**src/rtl/hdmi_line_prefetch_if.sv**
```systemverilog
// Read-command handshake between the line prefetcher and the DRAM read engine.
// kick is held with stable addr/num until the engine answers with busy.
interface hdmi_line_prefetch_if;
  logic        kick;
  logic        busy;
  logic [31:0] read_addr;
  logic [31:0] read_num;

  modport master (
    output kick,
    output read_addr,
    output read_num,
    input  busy
  );

  modport slave (
    input  kick,
    input  read_addr,
    input  read_num,
    output busy
  );
endinterface

```
**src/rtl/hdmi_line_prefetch.sv**
```systemverilog
// Per-line DRAM read scheduler feeding the HDMI scan-out pixel FIFO.
// HDMI_PREFETCH_DOUBLE_BUFFER_EN enables swap_req / fb_sel buffer flipping.
module hdmi_line_prefetch #(
  parameter int          X_SIZE     = 1600,
  parameter int          Y_SIZE     = 900,
  parameter int          STRIDE     = 6400,
  parameter int          BURST      = 256,
  parameter int          FIFO_DEPTH = 4096,
  parameter logic [31:0] FB_BASE0   = 32'h0000_0000,
  parameter logic [31:0] FB_BASE1   = 32'h0080_0000
) (
  input  logic                        clk,
  input  logic                        rst,
  input  logic                        frame_start,
  input  logic                        prefetch_line,
  input  logic [31:0]                 fifo_available,
  hdmi_line_prefetch_if.master        rd,
  input  logic                        swap_req,
  output logic                        fb_sel,
  output logic                        frame_fetched
);

  typedef enum logic [1:0] {
    S_IDLE,
    S_SPACE,
    S_KICK,
    S_WAIT
  } state_t;

  state_t      r_state, w_next;
  logic [1:0]  r_pend, w_pend;
  logic [2:0]  w_psum;
  logic [31:0] r_line, r_word, r_addr, r_num;
  logic        r_abort, r_ff;
  logic [31:0] w_rem, w_chunk, w_avail, w_base, w_addr;
  logic [32:0] w_need;
  logic        w_req, w_start, w_fits, w_accept;
  logic        w_done, w_abort, w_line_end;

  assign w_rem   = 32'(X_SIZE) - r_word;
  assign w_chunk = (w_rem < 32'(BURST)) ? w_rem : 32'(BURST);
  // negative occupancy is treated as an empty FIFO
  assign w_avail = fifo_available[31] ? '0 : fifo_available;
  assign w_need  = {1'b0, w_avail} + {1'b0, w_chunk};
  assign w_fits  = w_need <= 33'(FIFO_DEPTH);
  assign w_base  = fb_sel ? FB_BASE1 : FB_BASE0;
  assign w_addr  = w_base + r_line * 32'(STRIDE) + (r_word << 2);

  assign w_req    = prefetch_line &&
                    (frame_start || r_line < 32'(Y_SIZE));
  assign w_start  = (r_state == S_IDLE) && !frame_start &&
                    (r_line < 32'(Y_SIZE)) &&
                    ((r_pend != 2'd0) || w_req);
  assign w_accept = (r_state == S_KICK) && rd.busy;
  assign w_done   = (r_state == S_WAIT) && !rd.busy;
  assign w_abort  = r_abort || frame_start;
  assign w_line_end = w_done && !w_abort &&
                      (r_word >= 32'(X_SIZE));

  assign w_psum = {1'b0, r_pend} - {2'b0, w_start} + {2'b0, w_req};

  always_comb begin
    w_pend = r_pend;
    if (frame_start)
      w_pend = {1'b0, w_req};
    else if (w_psum > 3'd3)
      w_pend = 2'd3;
    else
      w_pend = w_psum[1:0];
  end

  always_comb begin
    w_next = r_state;
    unique case (r_state)
      S_IDLE:  if (w_start) w_next = S_SPACE;
      S_SPACE: begin
        if (frame_start)  w_next = S_IDLE;
        else if (w_fits)  w_next = S_KICK;
      end
      S_KICK: begin
        if (rd.busy)          w_next = S_WAIT;
        else if (frame_start) w_next = S_IDLE;
      end
      S_WAIT: begin
        if (!rd.busy) begin
          if (w_abort)                    w_next = S_IDLE;
          else if (r_word < 32'(X_SIZE))  w_next = S_SPACE;
          else                            w_next = S_IDLE;
        end
      end
    endcase
  end

  always_ff @(posedge clk or posedge rst) begin
    if (rst) begin
      r_state <= S_IDLE;
      r_pend  <= 2'd0;
      r_line  <= '0;
      r_word  <= '0;
      r_addr  <= '0;
      r_num   <= '0;
      r_abort <= 1'b0;
      r_ff    <= 1'b0;
    end else begin
      r_state <= w_next;
      r_pend  <= w_pend;
      if (frame_start)     r_line <= '0;
      else if (w_line_end) r_line <= r_line + 32'd1;
      if (frame_start || w_start) r_word <= '0;
      else if (w_accept)          r_word <= r_word + r_num;
      if (r_state == S_SPACE && !frame_start && w_fits) begin
        r_addr <= w_addr;
        r_num  <= w_chunk;
      end
      // an in-flight command must drain before the new frame begins
      if (w_done)
        r_abort <= 1'b0;
      else if (frame_start && (r_state == S_WAIT || w_accept))
        r_abort <= 1'b1;
      r_ff <= w_line_end && (r_line + 32'd1 == 32'(Y_SIZE));
    end
  end

`ifdef HDMI_PREFETCH_DOUBLE_BUFFER_EN
  logic r_swap, r_fb;

  always_ff @(posedge clk or posedge rst) begin
    if (rst) begin
      r_swap <= 1'b0;
      r_fb   <= 1'b0;
    end else if (frame_start && (r_swap || swap_req)) begin
      r_swap <= 1'b0;
      r_fb   <= ~r_fb;
    end else if (swap_req) begin
      r_swap <= 1'b1;
    end
  end

  assign fb_sel = r_fb;
`else
  logic w_unused_swap;
  assign w_unused_swap = swap_req;
  assign fb_sel        = 1'b0;
`endif

  assign rd.kick      = (r_state == S_KICK);
  assign rd.read_addr = r_addr;
  assign rd.read_num  = r_num;
  assign frame_fetched = r_ff;

endmodule

```
**src/flat_wrapper.sv**
```systemverilog
// flat-port wrapper written by rule: the top's interface ports become plain ports
module hdmi_line_prefetch_flat 
#(
  parameter int          X_SIZE     = 1600,
  parameter int          Y_SIZE     = 900,
  parameter int          STRIDE     = 6400,
  parameter int          BURST      = 256,
  parameter int          FIFO_DEPTH = 4096,
  parameter logic [31:0] FB_BASE0   = 32'h0000_0000,
  parameter logic [31:0] FB_BASE1   = 32'h0080_0000
)
  (clk, rst, frame_start, prefetch_line, fifo_available, swap_req, fb_sel, frame_fetched, rd_kick, rd_read_addr, rd_read_num, rd_busy);
  hdmi_line_prefetch_if rd_i ();
  input  logic clk;
  input  logic rst;
  input  logic frame_start;
  input  logic prefetch_line;
  input  logic [31:0] fifo_available;
  input  logic swap_req;
  output logic fb_sel;
  output logic frame_fetched;
  output wire logic [$bits(rd_i.kick)-1:0] rd_kick;
  output wire logic [$bits(rd_i.read_addr)-1:0] rd_read_addr;
  output wire logic [$bits(rd_i.read_num)-1:0] rd_read_num;
  input wire logic [$bits(rd_i.busy)-1:0] rd_busy;
  assign rd_kick = rd_i.kick;
  assign rd_read_addr = rd_i.read_addr;
  assign rd_read_num = rd_i.read_num;
  assign rd_i.busy = rd_busy;
  hdmi_line_prefetch #(.X_SIZE(X_SIZE), .Y_SIZE(Y_SIZE), .STRIDE(STRIDE), .BURST(BURST), .FIFO_DEPTH(FIFO_DEPTH), .FB_BASE0(FB_BASE0), .FB_BASE1(FB_BASE1)) u_core (.clk(clk), .rst(rst), .frame_start(frame_start), .prefetch_line(prefetch_line), .fifo_available(fifo_available), .rd(rd_i), .swap_req(swap_req), .fb_sel(fb_sel), .frame_fetched(frame_fetched));
endmodule
```
**config.mk**
```make
export PLATFORM = sky130hd
export DESIGN_NAME = hdmi_line_prefetch_flat
export DESIGN_NICKNAME = d
export VERILOG_FILES = /design/src/rtl/hdmi_line_prefetch_if.sv /design/src/rtl/hdmi_line_prefetch.sv /design/src/flat_wrapper.sv
export SDC_FILE = /design/constraint.sdc
export NUM_CORES = 1
export LEC_CHECK = 0
export BUFFER_PORTS_ARGS = -buffer_cell sky130_fd_sc_hd__buf_4
export CORE_MARGIN = 1
export CORE_UTILIZATION = 60
export DETAILED_ROUTE_END_ITERATION = 7
export GPL_TIMING_DRIVEN = 0
export PLACE_DENSITY = 0.77
export SKIP_CTS_REPAIR_TIMING = 1
export SYNTH_ARGS = -nofsm -noshare
export SYNTH_HDL_FRONTEND = slang
export SYNTH_SLANG_ARGS = --single-unit
```
**constraint.sdc**
```tcl
create_clock -name clk -period 7 [get_ports clk]
set_clock_uncertainty 0.1 [all_clocks]
set_input_delay 1.4 -clock clk [delete_from_list [all_inputs] [get_ports clk]]
set_output_delay 1.4 -clock clk [all_outputs]
set_load 0.01 [all_outputs]
```
==> results.tsv <==
metric	value	unit
outcome	finished, violations left	
failing checks	design-rule violations	
Post-Route WL	34.74	mm
wire per inst	16.86	um
Slew headroom	27.61	%
drt first-iter violations	896	
Slew @ Worst Pin	1.059	ns
RePlAce Congestion	0.9114	
H-tree levels	4	
Max Fclk	149.5	MHz
r2r worst-path depth	27	
LEAKAGE	7.910	nW
Synth Instances	1619	
layout cell share with drive strength beyond 1	12.92	%
Area Growth Syn to Fin	14.26	%
largest net degree at the start of global routing	83	
TritonRoute pass-1 iters	8	
WP depth	27	
Final period util	95.58	%
Synth warnings	0	
worst endpoint required time	7.21	ns
Synth Register Bits	132	
CP endpoint kind	register	
hold path depth	1	
number of clock sinks	132	
fin util	70.38	%
CTS tree	done	
Clk Latency, worst-skew pair	0.44	ns
Cell Area, Synth	13530	um2
Period minus WS final	6.691	ns
GR Util All Layers	30.36	%
WP data arrival	6.90	ns
Async S/R FF share, synth	100.0	%
Worst setup SP type	register	
Buf/Inv on CP	4	
Final Hold Vio Count	0	
Tot Pwr	1.978	mW
Main synth FF type	dfrtp_1	
worst hold path type	reg -> reg	
Reg clk slew, reported paths	0.07	ns
Worst IR Drop VDD	0.1497	mV
Total Die Area	23150	um2
# diodes	0	
Mean Syn Cell Area	8.354	um2
first-pass GRT wire length	57.31	mm
Port Buffers	99	
Setup-failing EPs final	0	
initial antenna violation count	0	
antenna viol nets, final	0	
row count	54	
vias in the first global route	11770	
hpwl dp	26.57	mm
Slew Limit Fails	0	
number of synthesized flops with an enable pin	0	
library cells used by synthesis	84	
post-synthesis sequential area ratio	24.42	%
WS Path Type	reg -> reg	
nets@finish	1986	
Initial Util	61.60	%
die height	152.1	um
crit-path max cell delay	0.47	ns
CTS buffer count	17	
Via density	5.993	
Worst R2R Setup Slack	0.31	ns
global route overflow	0	
via count	12350	
Max clock buf depth	2	
Die X	152.1	um
PD cells	128.0	nW/um2
root buffer cell	clkbuf_16	
critical path peak fanout	10	
I/O pin cnt	105	
# DRC	10	
max cap viols	0	
Core ar.	21960	um2
Slowest-stage cell, CP	dfrtp_1	
family with the most delay on the worst path	simple AND/OR/NAND/NOR gates	
==> power breakdown <==
group          switching (mW)  internal [mW]  leakage [nW]
registers             0.00442          0.771          1.83
logic                   0.164          0.110          5.79
clock network           0.392          0.536         0.290
==> synth_stat cells, drive strengths merged (18+ instances only) <==
master,count,area (um2)
clkbuf,43,161.4
nor2b,47,294.0
o31ai,23,186.4
buf,19,131.4
o21ai,108,540.5
and3,18,112.6
nor4,19,140.1
xor2,23,201.4
mux2,42,604.3
nor3,29,150.1
nand3,55,292.8
fa,22,440.4
nand2,129,484.2
nor2,124,468.0
xnor2,81,709.4
ha,159,1989
a21o,37,277.8
inv,130,488.0
a21oi,123,619.4
dfrtp,132,3303
and2,35,219.0
==> per-layer routing <==
layer | share of wire [%] | wire length (um) | track usage [%]
met1 | 45 | 15650 | 39.70
met2 | 46 | 15910 | 50.56
met3 | 6.0 | 2071 | 4.636
met4 | 3.2 | 1102 | 11.90
met5 | 0 | 0 | 0
==> through the flow <==
stage               setup WS [ns]  cell area, um2  hold slack [ns]  std cells  TNS [ns]
floorplan                   1.098           13620           0.3830       1643         0
global placement          -0.2555           14710           0.3972       2022    -11.40
detailed placement        -0.3689           14740           0.3968       2023    -16.75
CTS                       -0.4619           15340           0.4177       2055    -23.15
global route            -0.007454           15450           0.4243       2060  -0.01478
finish                     0.3094           15450           0.4122       2060         0
==> state kept, by name, indices dropped and copies added (netlist names) <==
register and flops:
u_core.r_pend 2, u_core.r_word 32, u_core.r_abort 1, u_core.rd.read_num 32
u_core.r_line 32, u_core.frame_fetched 1, u_core.r_state 2, u_core.rd.read_addr 30
==> layout by cell type, fill, tap and decap left out, types with 6 or more instances in the layout <==
| cell type | count |
|---|---|
| ha_1 | 159 |
| o2111ai_1 | 7 |
| mux2_4 | 35 |
| inv_6 | 6 |
| mux2i_1 | 9 |
| buf_2 | 7 |
| nor2_1 | 121 |
| nor3_1 | 28 |
| nand3_1 | 53 |
| or2_2 | 10 |
| nand2b_1 | 17 |
| and2_1 | 35 |
| clkbuf_16 | 17 |
| clkbuf_1 | 41 |
| nor2b_1 | 47 |
| o21ai_0 | 104 |
| nand2_1 | 129 |
| dfrtp_1 | 131 |
| o211ai_1 | 6 |
| a31oi_1 | 17 |
| xor2_1 | 23 |
| xnor2_1 | 81 |
| a21boi_0 | 8 |
| a21o_1 | 37 |
| o41ai_1 | 7 |
| o31ai_1 | 22 |
| mux2_2 | 6 |
| a21oi_1 | 121 |
| inv_1 | 129 |
| fa_1 | 22 |
| buf_4 | 108 |
| conb_1 | 25 |
| a211oi_1 | 13 |
| and3_1 | 18 |
| nor4_1 | 17 |
| o21bai_1 | 9 |
| nand4_1 | 14 |
| o21a_1 | 11 |
| or3_1 | 16 |
| nand3b_1 | 6 |
==> path summary, 6_finish.rpt <==
check	from	end
max	u_core.r_word[2]	u_core.rd.read_addr[16]
min	u_core.rd.read_addr[20]	u_core.rd.read_addr[20]
max reg2reg	u_core.r_word[2]	u_core.rd.read_addr[16]
min reg2reg	u_core.rd.read_addr[20]	u_core.rd.read_addr[20]
max in group asynchronous	rst	u_core.r_word[16]
min in group asynchronous	rst	u_core.r_line[27]
==> cell families after synthesis <==
logic type,Yosys count,synth area share (%)
and+or+nand+nor,540,20.26
AOI/OAI and AO/OA,418,19.69
buffers and inverters,192,5.772
adders and majority gates,181,17.96
DFF,132,24.42
xor gates and xnor gates,104,6.734
muxes,51,5.134
other,1,0.02773
==> area by class of cell <==
| type | instances | area, um2 |
|---|---|---|
| Inverter | 130 | 493.0 |
| Sequential cell | 132 | 3304 |
| Multi-Input combinational cell | 1319 | 9598 |
| Buffer | 62 | 296.5 |
| Fill cell | 1726 | 6504 |
| Tap cell | 280 | 350.3 |
| Timing Repair Buffer | 105 | 818.3 |
| Clock inverter | 14 | 165.2 |
| Clock buffer | 18 | 429.2 |
(Power assumes the default switching activity.)
